### src/rtl/frac_clk_bank.sv
// rtl/frac_clk_bank.sv - bank of fractional clock-enable generators (mul/div per channel)
// Optional FRAC_CLK_BANK_SYNC_EN adds a sync input that phase-aligns all running channels.
module frac_clk_bank #(
  parameter int CHANNELS     = 4,
  parameter int COUNTER_BITS = 8,
  localparam int CH_W        = (CHANNELS > 1) ? $clog2(CHANNELS) : 1
) (
  input  logic                    clk,
  input  logic                    reset,
`ifdef FRAC_CLK_BANK_SYNC_EN
  input  logic                    sync,
`endif
  input  logic [CHANNELS-1:0]     run,
  input  logic                    cfg_valid,
  output logic                    cfg_ready,
  input  logic [CH_W-1:0]         cfg_ch,
  input  logic [COUNTER_BITS-1:0] cfg_mul,
  input  logic [COUNTER_BITS-1:0] cfg_div,
  output logic                    cfg_err,
  output logic [CHANNELS-1:0]     en
);

  logic [COUNTER_BITS-1:0] mul_q [CHANNELS];
  logic [COUNTER_BITS-1:0] mul_d [CHANNELS];
  logic [COUNTER_BITS-1:0] div_q [CHANNELS];
  logic [COUNTER_BITS-1:0] div_d [CHANNELS];
  logic [COUNTER_BITS-1:0] acc_q [CHANNELS];
  logic [COUNTER_BITS-1:0] acc_d [CHANNELS];
  logic [CHANNELS-1:0]     en_q;
  logic [CHANNELS-1:0]     en_d;

  // Only one update can be outstanding because cfg_ready drops while it waits.
  logic                    pend_valid_q;
  logic                    pend_valid_d;
  logic [CH_W-1:0]         pend_ch_q;
  logic [CH_W-1:0]         pend_ch_d;
  logic [COUNTER_BITS-1:0] pend_mul_q;
  logic [COUNTER_BITS-1:0] pend_mul_d;
  logic [COUNTER_BITS-1:0] pend_div_q;
  logic [COUNTER_BITS-1:0] pend_div_d;
  logic                    cfg_err_q;
  logic                    cfg_err_d;

  logic [COUNTER_BITS:0]   sum [CHANNELS];
  logic [CHANNELS-1:0]     hit;
  logic                    sync_now;
  logic                    cfg_fire;
  logic                    cfg_bad;
  logic                    cfg_ok;
  logic                    pend_here;
  logic                    new_here;

  always_comb begin
`ifdef FRAC_CLK_BANK_SYNC_EN
    sync_now = sync;
`else
    sync_now = 1'b0;
`endif
    mul_d        = mul_q;
    div_d        = div_q;
    acc_d        = acc_q;
    en_d         = en_q;
    pend_valid_d = pend_valid_q;
    pend_ch_d    = pend_ch_q;
    pend_mul_d   = pend_mul_q;
    pend_div_d   = pend_div_q;
    pend_here    = 1'b0;
    new_here     = 1'b0;

    cfg_fire  = cfg_valid & ~pend_valid_q;
    cfg_bad   = (cfg_div == '0) || (cfg_mul > cfg_div) || (int'(cfg_ch) >= CHANNELS);
    cfg_err_d = cfg_fire & cfg_bad;
    cfg_ok    = cfg_fire & ~cfg_bad;

    for (int i = 0; i < CHANNELS; i++) begin
      sum[i]    = {1'b0, acc_q[i]} + {1'b0, mul_q[i]};
      hit[i]    = (sum[i] >= {1'b0, div_q[i]});
      pend_here = pend_valid_q && (int'(pend_ch_q) == i);
      new_here  = cfg_ok && (int'(cfg_ch) == i);

      if (!run[i]) begin
        // A stopped channel restarts from phase 0 and takes new factors at once.
        acc_d[i] = '0;
        en_d[i]  = 1'b0;
        if (pend_here) begin
          mul_d[i]     = pend_mul_q;
          div_d[i]     = pend_div_q;
          pend_valid_d = 1'b0;
        end
        if (new_here) begin
          mul_d[i] = cfg_mul;
          div_d[i] = cfg_div;
        end
      end else begin
        if (sync_now) begin
          acc_d[i] = '0;
          en_d[i]  = 1'b0;
        end else if (hit[i]) begin
          acc_d[i] = COUNTER_BITS'(sum[i] - {1'b0, div_q[i]});
          en_d[i]  = 1'b1;
        end else begin
          acc_d[i] = sum[i][COUNTER_BITS-1:0];
          en_d[i]  = 1'b0;
        end
        // Swap factors on a pulse edge so no period is ever shortened.
        if (pend_here && (en_d[i] || (mul_q[i] == '0))) begin
          mul_d[i]     = pend_mul_q;
          div_d[i]     = pend_div_q;
          acc_d[i]     = '0;
          pend_valid_d = 1'b0;
        end
        if (new_here) begin
          pend_valid_d = 1'b1;
          pend_ch_d    = cfg_ch;
          pend_mul_d   = cfg_mul;
          pend_div_d   = cfg_div;
        end
      end
    end
  end

  always_ff @(posedge clk) begin
    if (reset) begin
      for (int i = 0; i < CHANNELS; i++) begin
        mul_q[i] <= '0;
        div_q[i] <= COUNTER_BITS'(1);
        acc_q[i] <= '0;
      end
      en_q         <= '0;
      pend_valid_q <= 1'b0;
      pend_ch_q    <= '0;
      pend_mul_q   <= '0;
      pend_div_q   <= '0;
      cfg_err_q    <= 1'b0;
    end else begin
      for (int i = 0; i < CHANNELS; i++) begin
        mul_q[i] <= mul_d[i];
        div_q[i] <= div_d[i];
        acc_q[i] <= acc_d[i];
      end
      en_q         <= en_d;
      pend_valid_q <= pend_valid_d;
      pend_ch_q    <= pend_ch_d;
      pend_mul_q   <= pend_mul_d;
      pend_div_q   <= pend_div_d;
      cfg_err_q    <= cfg_err_d;
    end
  end

  assign cfg_ready = ~pend_valid_q;
  assign cfg_err   = cfg_err_q;
  assign en        = en_q;

endmodule

### config.mk
export PLATFORM = sky130hd
export DESIGN_NAME = frac_clk_bank
export DESIGN_NICKNAME = d
export VERILOG_FILES = /design/src/rtl/frac_clk_bank.sv
export SDC_FILE = /design/constraint.sdc
export NUM_CORES = 1
export LEC_CHECK = 0
export BUFFER_PORTS_ARGS = -buffer_cell sky130_fd_sc_hd__buf_2
export CELL_PAD_IN_SITES_DETAIL_PLACEMENT = 1
export CELL_PAD_IN_SITES_GLOBAL_PLACEMENT = 1
export CORE_ASPECT_RATIO = 2
export CORE_MARGIN = 10
export CORE_UTILIZATION = 52
export DETAILED_ROUTE_END_ITERATION = 8
export PLACE_DENSITY_LB_ADDON = 0.08
export SLEW_MARGIN = 30
export SYNTH_ARGS = -nofsm -noshare
export SYNTH_HDL_FRONTEND = slang
export SYNTH_SLANG_ARGS = --single-unit
### constraint.sdc
create_clock -name clk -period 6.02 [get_ports clk]
set_clock_uncertainty 0.15 [all_clocks]
set_input_delay 0.602 -clock clk [delete_from_list [all_inputs] [get_ports clk]]
set_output_delay 0.602 -clock clk [all_outputs]
set_load 0.05 [all_outputs]
# Word-level counts from Yosys, hierarchy flattened
# Cells that the tools add are included.
# op_classes
order_cmp,5
eq_ne,10
addsub,8
bitwise,9
mux,84
reduce_logical,40
# ops
cell,n
$mux W8,52
$logic_not A8 Y1,5
$add A8 B8 Y9,4
$ge A9 B8 Y1,4
$sub A8 B8 Y8,4
$mux W1,24
$mux W2,8
$logic_and A1 B1 Y1,12
$reduce_bool A3 Y1,4
$reduce_or A3 Y1,4
$eq A2 B2 Y1 const B,4
$gt A8 B8 Y1,1
$ne A2 B1 Y1 const B,4
$reduce_and A2 Y1,4
$reduce_or A2 Y1,4
$not A1 Y1,6
$logic_or A1 B1 Y1,5
$eq A2 B1 Y1 const B,2
$logic_not A2 Y1,2
$and A1 B1 Y1,3
# totals
out_inout_bits,6
register_bits,120
inputBits,25

# Logic depth before layout (Yosys ltp)
# logic_depth
ltp_word,18
mapped_depth,18
depth_no_buf,16

# Worst setup path before layout
# OpenSTA, ideal clock, no wires.
# synth_path
path_type,reg2reg
from,reg mul_q[16] (netlist bit)
to,reg div_q[22] (netlist bit)
stages_incl_launch_ff,19
setup_slack_ns,2.374
path_buffers,2
setup_time_ns,0.143
t_arrival_ns,3.353
period_less_slack_ns,3.646
path_cell_list,dfxtp_1 ha_1 inv_1 fa_1 nand2b_1 a21oi_1 o21a_1 nor2_1 xnor2_1 ha_1 o21a_1 o21ai_0 a41o_1 and3_1 buf_6 a31oi_4 buf_12 mux2i_1 a211oi_2
# synth_between
elab_chain_len,8
elab_cells_between_ends,9
classes_between,add/sub (1); order compare (1); eq/ne (1); mux (2); reduce/logical (4)
# synth_lines
item,line_no,rtl
"start, declared",23,logic [COUNTER_BITS-1:0] mul_q [CHANNELS];
"start signal, assigned by index",137,mul_q[i] <= mul_d[i];
$add A8 B8 Y9,76,"sum[i] = {1'b0, acc_q[i]} + {1'b0, mul_q[i]};"
$ge A9 B8 Y1,77,"hit[i] = (sum[i] >= {1'b0, div_q[i]});"
$mux W1,98,end else if (hit[i]) begin
$mux W1,81,if (!run[i]) begin
$logic_or A1 B1 Y1 *,106,if (pend_here && (en_d[i] || (mul_q[i] == '0))) begin
$logic_and A1 B1 Y1 *,106,
$ne A2 B1 Y1 (no source line) *,--,
$reduce_and A2 Y1 (no source line) *,--,
"end signal, assigned by index",138,div_q[i] <= div_d[i];
"end, declared",25,logic [COUNTER_BITS-1:0] div_q [CHANNELS];
# Every way passes the cells marked *; elsewhere a longest branch is shown, timed or not. The select of a mux whose other input is x is not followed.
# A chain may end at the register's enable or synchronous reset.

# Worst setup path in the final report
# layout_path
from,reg mul_q[16] (netlist bit)
to,reg pend_valid_q
# layout_between
elab_chain_len,15
elab_cells_between_ends,18
classes_between,add/sub (1); order compare (1); mux (13); reduce/logical (3)
# layout_lines
item,line_no,rtl
$add A8 B8 Y9,76,
$ge A9 B8 Y1,77,
$mux W1,98,
$mux W1,81,
$logic_or A1 B1 Y1 *,106,
$logic_and A1 B1 Y1 *,106,
$mux W1 *,106,
$mux W1 *,112,if (new_here) begin
$mux W1 *,81,
$mux W1,106,
$mux W1,112,
$mux W1 *,81,
$mux W1,106,
$mux W1,112,
$mux W1 *,81,
"end signal, assigned",142,pend_valid_q <= pend_valid_d;
"end, declared",33,logic pend_valid_q;
# Marks and branches as above.

==> results.sh <==
export IMPL_run_status="complete, no violations"
export IMPL_ir_worst_vdd_mv=0.359
export IMPL_timing_critical_path_required_ps=6190
export IMPL_fill_cells=1771
export IMPL_ys_seq_area_frac=0.304
export IMPL_clk_tree_root_cell="clkbuf_16"
export IMPL_antenna_found_initial=0
export IMPL_worst_r2r_path_depth=16
export IMPL_gr_total_overflow=0
export IMPL_post_drt_wl_per_cell_um=23.1
export IMPL_relSlewSlack=0.342
export IMPL_holdPathStages=2
export IMPL_grt_pass1_wl_um=41400
export IMPL_cts_hold_repair_buffers=0
export IMPL_worst_pin_slew_ps=984
export IMPL_slew_violations=0
export IMPL_holdCritStartpoint="div_q[4]$_SDFFE_PP0P_"
export IMPL_r2r_end="pend_valid_q$_SDFF_PP0_"
export IMPL_endpoint_kind="register"
export IMPL_cts_inserted_buffers=17
export IMPL_ys_warn_count=0
export IMPL_postRouteAntennaNets=0
export IMPL_cts_htree_levels=4
export IMPL_initialDrtViolationCount=251
export IMPL_mostFrequentLayoutCell="dfxtp_1"
export IMPL_placeableCoreArea_mm2=0.0149
export IMPL_gp_congestion=0.904
export IMPL_grt_util_met2=0.476
export IMPL_final_area_mm2=0.00874
export IMPL_drcViolationCount=0
export IMPL_grt_pass1_vias=7778
export IMPL_ys_seq_elements=120
export IMPL_worst_skew_pair_late_latency_ps=420
export IMPL_synthFlopType="dfxtp_1"
export IMPL_synth_area_per_cell_um2=8.64
export IMPL_asyncSetResetFlopFracSynth=0
export IMPL_worstPathMaxFanout=17
export IMPL_start_util=0.530
export IMPL_worstHoldPathType="reg -> reg"
export IMPL_synth_edf_count=0
export IMPL_buffer_ports_inserted=30
export IMPL_track_usage=0.255
export IMPL_chipHeight_um=194
export IMPL_floorplan_io_pins=31
export IMPL_setup_worst_path_start_class="register"
export IMPL_drt_pre_antenna_iters=5
export IMPL_grt_met3_usage=0.0467
export IMPL_fmaxAchievable_mhz=222
export IMPL_netlist_instances=915
export IMPL_layout_cells_sized_above_1=0.111
export IMPL_post_cts_setup_buffers=0
export IMPL_syn_num_nets=1020
export IMPL_timing_setup_tns_ps=0
export IMPL_routed_via_count=7059
export IMPL_worst_ep_arrival_time_ps=4680
export IMPL_number_of_instances_resized_during_post_cts_repair=0
export IMPL_clk_transition_reported_paths_ps=60
export IMPL_whs_endpoint="div_q[4]$_SDFFE_PP0P_"
export IMPL_drv_max_cap_violation_count=0
export IMPL_r2r_start="mul_q[16]$_SDFFE_PP0P_"
export IMPL_post_syn_area_mm2=0.00790
export IMPL_dp_final_hpwl_um=20100
export IMPL_global_route_peak_usage_layer="met2"
export IMPL_finalHoldViolCount=0
export IMPL_number_of_failing_setup_endpoints_in_the_final_timing_report=0
export IMPL_routed_via_density=6.20
export IMPL_design_die_area_mm2=0.0208
export IMPL_final_nets=1037
export IMPL_syn_to_final_growth_pct=10.7
export IMPL_place_detailed_instances=1108
export IMPL_rsz0062_at_grt="false"
export IMPL_ctsLongestPathBuffers=2
export IMPL_wirelength_um=26300
export IMPL_cts_tree="done"
export IMPL_num_rows=63
export IMPL_powerDensity_mw_per_mm2=443
export IMPL_cts_sinks=120
export IMPL_num_antenna_cells=0
export IMPL_synthDistinctLibCells=66
export IMPL_final_cells=1139
export IMPL_gr_usage_met1=0.227
export IMPL_final_cell_mix="dfxtp_1, nor2_1, ha_1, a21oi_1, mux2i_1"
export IMPL_grt_start_max_net_pins=48
export IMPL_finalCritPeriodShare=0.748
export IMPL_timing_final_crit_period_ps=4500
export IMPL_leakage_nw=3.60
export IMPL_timing_worst_setup_path_type="reg -> reg"
export IMPL_ff2ff_setup_slack_ps=1520
export IMPL_die_w_um=107
export IMPL_postPlaceCellArea_mm2=0.00815
## per-stage QoR
step	hold slack, ps	utilization	total power, mW	setup WS (ps)
5_1_grt	339	0.587	4.13	1210
4_1_cts	324	0.587	3.88	1520
3_5_place_dp	316	0.547	2.81	1550
6_report	322	0.587	3.87	1520
2_1_floorplan	296	-	2.38	2370
3_3_place_gp	312	0.547	2.72	1750
## flip-flops by register name, summed over array words and instances, names as in the netlist
register      cells
pend_ch_q         2
pend_mul_q        8
div_q            32
acc_q            32
en                4
mul_q            32
cfg_err           1
pend_valid_q      1
pend_div_q        8
## cells in the mapped netlist, types with 3 or more instances
cell type	count	area (µm²)
nor4_1	13	81.3
o41ai_1	3	26.3
a211oi_2	15	188
nor2b_1	9	56.3
buf_2	10	50.1
nor3b_1	6	45.0
nor2_1	107	402
xor2_1	4	35.0
a211oi_1	36	270
inv_1	53	199
nand2b_1	7	43.8
o21ai_1	15	75.1
a21oi_1	68	340
o21a_1	8	60.1
mux2i_1	67	671
fa_1	8	160
and2_1	4	25.0
nand3b_1	3	22.5
ha_1	72	901
nand2_1	44	165
o21ai_0	20	100
buf_4	5	37.5
a21oi_2	3	26.3
a31oi_1	3	18.8
nand4_1	5	31.3
nand3_1	62	310
xnor2_1	36	315
and3_1	5	31.3
a221oi_1	3	26.3
nor3_1	11	55.1
or3_1	4	25.0
a21o_1	18	135
o21bai_1	9	67.6
mux2_2	3	33.8
dfxtp_1	120	2400
clkbuf_1	20	75.1
## cell families (layout without fill, tap and decap cells)
family | count (synthesis) | after routing | share of synthesized area
flops | 120 | 120 | 0.304
buf+inv | 93 | 122 | 0.0521
compound gates | 223 | 223 | 0.200
xor+xnor | 40 | 40 | 0.0443
mux | 70 | 70 | 0.0891
simple gates | 289 | 289 | 0.176
fa+ha+maj | 80 | 80 | 0.134
## how the worst max path moves through the flow
stage	from	end	slack, ps	cells past startpoint
after floorplan	mul_q[16]$_SDFFE_PP0P_	div_q[22]$_SDFFE_PP0P_	2370	18
after global placement	mul_q[16]$_SDFFE_PP0P_	pend_valid_q$_SDFF_PP0_	1750	16
after CTS	mul_q[16]$_SDFFE_PP0P_	pend_valid_q$_SDFF_PP0_	1520	16
final	mul_q[16]$_SDFFE_PP0P_	pend_valid_q$_SDFF_PP0_	1520	16
after global routing	mul_q[16]$_SDFFE_PP0P_	pend_valid_q$_SDFF_PP0_	1210	16
after detailed placement	mul_q[16]$_SDFFE_PP0P_	pend_valid_q$_SDFF_PP0_	1550	16
## worst max-delay path, cell delays in order (launching register included)
cell and delay, ps:
dfxtp_1 360, ha_1 200, inv_1 60, fa_1 400, nand2b_1 190, a21oi_1 220
o21a_1 140, nor2_1 50, xnor2_1 240, ha_1 330, o21a_1 120, o21ai_0 190
a41o_1 140, and3_1 540, a31oi_4 420, nand3b_1 300, a2111oi_2 350
## area by class of cell
type,instances,area [µm²],area share
multi-input combinational,702,5100,0.583
timing repair buffer,37,203,0.0232
inverter,54,203,0.0232
clock inverter,9,123,0.0140
tap,195,244,0.0279
clock buffer,22,474,0.0542
sequential,120,2400,0.275
## power breakdown
part / internal, mW / total [mW] / leakage (nW) / switching [mW]
Sequential: 0.895 / 0.962 / 0.976 / 0.0673
Clock: 0.677 / 1.06 / 0.296 / 0.379
Combinational: 0.749 / 1.85 / 2.33 / 1.10
Total: 2.32 / 3.87 / 3.60 / 1.55
## metal layers
metal	share of wire	vias to the layer above
li1	-	3337
met1	0.34	3457
met2	0.54	160
met3	0.028	105
met4	0.087	0
met5	0	-
Note: power is estimated with default switching activity, not from simulation.
